## config.mk

```make
export PLATFORM = sky130hd
export DESIGN_NAME = adc_frame_snapshot
export DESIGN_NICKNAME = d
export VERILOG_FILES = /design/src/rtl/adc_frame_snapshot.sv
export SDC_FILE = /design/constraint.sdc
export NUM_CORES = 1
export LEC_CHECK = 0
export CAP_MARGIN = 20
export CORE_MARGIN = 10
export CORE_UTILIZATION = 40
export DETAILED_ROUTE_END_ITERATION = 12
export PLACE_DENSITY = 0.69
export SYNTH_ARGS = -nofsm -noshare
export SYNTH_HDL_FRONTEND = slang
export SYNTH_SLANG_ARGS = --single-unit
export TNS_END_PERCENT = 1
```

## constraint.sdc

```tcl
create_clock -name clk -period 3 [get_ports clk]
set_input_delay 0.6 -clock clk [delete_from_list [all_inputs] [get_ports clk]]
set_output_delay 0.6 -clock clk [all_outputs]
set_load 0.03 [all_outputs]
```

## src/rtl/adc_frame_snapshot.sv

```systemverilog
// Groups ingest FIFO words into NUM_CH-word frames and commits each complete
// frame atomically into a firmware-visible per-channel snapshot bank.
module adc_frame_snapshot #(
   parameter int unsigned NUM_CH      = 3,
   parameter int unsigned CH_IDX_W    = 4,
   parameter int unsigned DATA_BITS   = 24,
   parameter int unsigned SIGN_EXTEND = 1
) (
   input  logic                clk,
   input  logic                rst,
   input  logic                enable,
   input  logic                resync,
   input  logic                hold,
   input  logic                in_valid,
   input  logic [31:0]         in_data,
   output logic                in_ready,
   input  logic [CH_IDX_W-1:0] rd_ch,
   output logic [31:0]         rd_data,
   output logic [31:0]         frame_count,
   output logic [15:0]         frames_dropped,
   output logic                frame_done,
   output logic                partial
);

   localparam int unsigned IDX_W = (NUM_CH > 1) ? $clog2(NUM_CH) : 1;
   localparam logic [IDX_W-1:0] LAST_IDX = IDX_W'(NUM_CH - 1);

   logic [IDX_W-1:0] idx;
   logic [IDX_W-1:0] idx_nxt;
   logic [31:0]      shadow  [NUM_CH];
   logic [31:0]      visible [NUM_CH];
   logic [31:0]      ext;
   logic             accept;
   logic             frame_end;
   logic             rd_hit;
   logic [IDX_W-1:0] rd_sel;

   assign in_ready  = enable & ~resync & ~rst;
   assign accept    = in_valid & in_ready;
   assign frame_end = accept & (idx == LAST_IDX);
   assign rd_hit    = (32'(rd_ch) < NUM_CH);
   assign rd_sel    = IDX_W'(rd_ch);

   // Widen the valid sample bits to a full word (sign-extend or zero-fill).
   always_comb begin
      ext = in_data;
      for (int unsigned b = DATA_BITS; b < 32; b++) begin
         ext[b] = (SIGN_EXTEND != 0) ? in_data[DATA_BITS-1] : 1'b0;
      end
   end

   // Word index within the current frame; resync realigns to word 0.
   always_comb begin
      idx_nxt = idx;
      if (resync) begin
         idx_nxt = '0;
      end else if (frame_end) begin
         idx_nxt = '0;
      end else if (accept) begin
         idx_nxt = idx + IDX_W'(1);
      end
   end

   always_ff @(posedge clk) begin
      if (rst) begin
         idx            <= '0;
         partial        <= 1'b0;
         frame_done     <= 1'b0;
         frame_count    <= '0;
         frames_dropped <= '0;
         rd_data        <= '0;
         for (int i = 0; i < int'(NUM_CH); i++) begin
            shadow[i]  <= '0;
            visible[i] <= '0;
         end
      end else begin
         idx        <= idx_nxt;
         partial    <= (idx_nxt != '0);
         frame_done <= frame_end & ~hold;
         rd_data    <= rd_hit ? visible[rd_sel] : 32'd0;

         if (accept && !frame_end) begin
            shadow[idx] <= ext;
         end

         // Last word bypasses the shadow so the whole frame lands on one edge.
         if (frame_end) begin
            if (!hold) begin
               for (int i = 0; i < int'(NUM_CH) - 1; i++) begin
                  visible[i] <= shadow[i];
               end
               visible[NUM_CH-1] <= ext;
               frame_count       <= frame_count + 32'd1;
            end else if (frames_dropped != 16'hFFFF) begin
               frames_dropped <= frames_dropped + 16'd1;
            end
         end
      end
   end

endmodule

```

==> results.sh <==
export IMPL_chipHeight_um=163
export IMPL_cp_startpoint="resync"
export IMPL_grt_pass1_wl_um=26200
export IMPL_hp_class="flop to flop"
export IMPL_cp_end_kind="primary output"
export IMPL_drtIter0Drc=184
export IMPL_core_um2=20200
export IMPL_crit_path_max_fanout=7
export IMPL_min_path_cells=2
export IMPL_syn2layout_area_growth_pct=25.2
export IMPL_h_tree_depth=4
export IMPL_synth_async_reset_ratio=0
export IMPL_syn_num_nets=754
export IMPL_seq_area_um2=5120
export IMPL_synth_area_top_cells="edfxtp_1 44%, dfxtp_1 19%, and2_1 5.5%"
export IMPL_yosys_top_cells_count="120 x edfxtp_1, 76 x dfxtp_1, 72 x and2_1"
export IMPL_switching_power_mw=1.21
export IMPL_die_area_um2=26500
export IMPL_clkSinkCount=196
export IMPL_crit_family="buffers and inverters"
export IMPL_critical_path_required_ns=2.40
export IMPL_ctsResizeCount=0
export IMPL_whs_ns=0.483
export IMPL_top_layer="met4"
export IMPL_met3WireLength_um=1240
export IMPL_met2_length_um=7880
export IMPL_post_route_period_util=0.896
export IMPL_met1_length_um=6880
export IMPL_cts_buffer_depth=2
export IMPL_antenna_found_initial=1
export IMPL_drcViolationCount=0
export IMPL_wl_um=16300
export IMPL_grt_usage=0.123
export IMPL_first_pass_iters=4
export IMPL_seq_area_frac_synth=0.628
export IMPL_grt_max_degree=77
export IMPL_dp_hpwl_um=11100
export IMPL_power_frac_comb=0.046
export IMPL_cpMaxStageDelayCell="clkdlybuf4s50_1"
export IMPL_yosysMostFrequentCell="edfxtp_1"
export IMPL_p_int_mw=4.12
export IMPL_synthDistinctLibCells=43
export IMPL_rows=52
export IMPL_path_depth=4
export IMPL_fmax_ghz=0.372
export IMPL_start_kind="primary input"
export IMPL_fillCellCount=1780
export IMPL_cts_tree="done"
export IMPL_tns_ns=0
export IMPL_critPathArrivalTime_ns=2.09
export IMPL_io_buffers=116
export IMPL_cts_inserted_buffers=17
export IMPL_overflow=0
export IMPL_placed_area_um2=9650
export IMPL_ys_warn_count=0
export IMPL_die_w_um=163
export IMPL_clkSlewWorstSetupHoldPaths_ns=0.07
export IMPL_synth_ff_type="edfxtp_1"
export IMPL_final_antenna_net_count=0
export IMPL_r2r_start="idx[0]$_SDFF_PP0_"
export IMPL_switching_share=0.228
export IMPL_grt_pass1_vias=5156
export IMPL_cts_root_buffer="clkbuf_16"
export IMPL_clkLatencyLatePin_ns=0.42
export IMPL_multi_input_area_um2=2800
export IMPL_drive_gt1_frac=0.0818
export IMPL_cp_cell_sequence="clkdlybuf4s50_1 > buf_4 > nor3b_1 > clkdlybuf4s50_1"
export IMPL_p_per_area_nw_per_um2=521
export IMPL_min_period_ns=2.69
export IMPL_post_drt_wl_per_cell_um=14.8
export IMPL_gp_congestion=0.790
export IMPL_timing_hold_violations_final=0
export IMPL_final_nets=865
export IMPL_ctsHoldBuffers=0
export IMPL_io_pins=125
export IMPL_vias=5537
export IMPL_power_leakage_nw=3.71
export IMPL_setup_violations=0
export IMPL_critPathKind="primary input to primary output"
export IMPL_drv_cap=0
export IMPL_power_clock_fraction=0.404
export IMPL_via_per_inst=5.02
export IMPL_post_cts_buffers=0
export IMPL_yosys_area_top_type_share=0.442
export IMPL_synth_area_um2=8160
export IMPL_ff2ff_path_depth=6
export IMPL_fin_area_um2=10200
export IMPL_critPathBufInv=3
export IMPL_worst_pin_slew_ns=0.617
export IMPL_start_util=0.405
export IMPL_synthCells=707
export IMPL_ir_drop_v=0.000376
export IMPL_slew_violations=0
export IMPL_yosysTopAreaCell="edfxtp_1"
export IMPL_ys_ff_latch=196
export IMPL_avgSynthCellArea_um2=11.5
export IMPL_synth_edff_count=120
export IMPL_seq_power_share=0.550
export IMPL_hold_start="visible[2][1]$_SDFFCE_PN0P_"
export IMPL_crit_path_frequent_cell="clkdlybuf4s50_1"
export IMPL_status="finished, final reports clean"
export IMPL_max_stage_delay_ns=0.71
export IMPL_slew_headroom=0.589
export IMPL_rsz0062_at_grt="false"
export IMPL_skew_ns=0.0142
## path summary, 6_finish.rpt
check | end | slack [ns]
max | in_ready | 0.31
min | rd_data[1]$_SDFF_PP0_ | 0.48
max reg2reg | frame_count[31]$_SDFFE_PP0P_ | 0.39
min reg2reg | rd_data[1]$_SDFF_PP0_ | 0.48
## kinds of logic after synthesis
group           synth area share
fa+ha+maj                0.00767
mux                       0.0350
buf+inv                   0.0313
compound gates            0.0753
flops                      0.628
simple gates               0.216
xor+xnor                 0.00644
## stage by stage
step           worst slack (ns)  total power, mW   util  cells
2_1_floorplan             0.379             3.12      -    707
3_3_place_gp              0.162             3.24  0.478   1069
3_5_place_dp              0.180             3.24  0.478   1069
4_1_cts                   0.295             5.39  0.507   1101
5_1_grt                   0.241             5.51  0.507   1101
6_report                  0.312             5.33  0.507   1102
## flip-flops by register name, indices dropped and copies added, names as in the netlist
| signal | count |
|---|---|
| partial | 1 |
| frame_count | 32 |
| shadow | 48 |
| frame_done | 1 |
| frames_dropped | 16 |
| idx | 2 |
| visible | 72 |
| rd_data | 24 |
## final cells by class
type / instances / share of cell area
antenna: 1 / 0.000245
clock buffer: 17 / 0.0416
clock inverter: 15 / 0.0137
inverter: 9 / 0.00331
multi-input combinational: 453 / 0.274
sequential: 196 / 0.502
tap: 270 / 0.0331
timing repair buffer: 141 / 0.133
## power by group through the flow
stage / Combinational [mW] / Sequential, mW / Clock, mW
5_1_grt: 0.269 / 2.94 / 2.31
2_1_floorplan: 0.116 / 3.00 / 0
4_1_cts: 0.249 / 2.93 / 2.20
3_3_place_gp: 0.246 / 2.99 / 0
3_5_place_dp: 0.248 / 2.99 / 0
6_report: 0.244 / 2.93 / 2.15
## placed cells by master, fill, tap and decap left out, types with 20 or more instances in the layout
cell               n
a21oi_1           63
and2_1            72
and3_1            54
buf_4             23
clkdlybuf4s50_1  113
dfxtp_1           76
edfxtp_1         120
mux2i_1           24
nand2_1           20
nor2_1            61
o31ai_1           25
or4_1             26
## tightest hold or removal path: stages (launching register included)
cell      delay (ns)
edfxtp_1        0.32
a21oi_1         0.06
nor2_1          0.07
## metal layers
| metal | vias to the layer above | global-route usage |
|---|---|---|
| li1 | 2827 | - |
| met5 | - | 0 |
| met4 | 0 | 0.0471 |
| met2 | 124 | 0.201 |
| met3 | 17 | 0.0470 |
| met1 | 2569 | 0.142 |
Note: power is estimated with default switching activity, not from simulation.
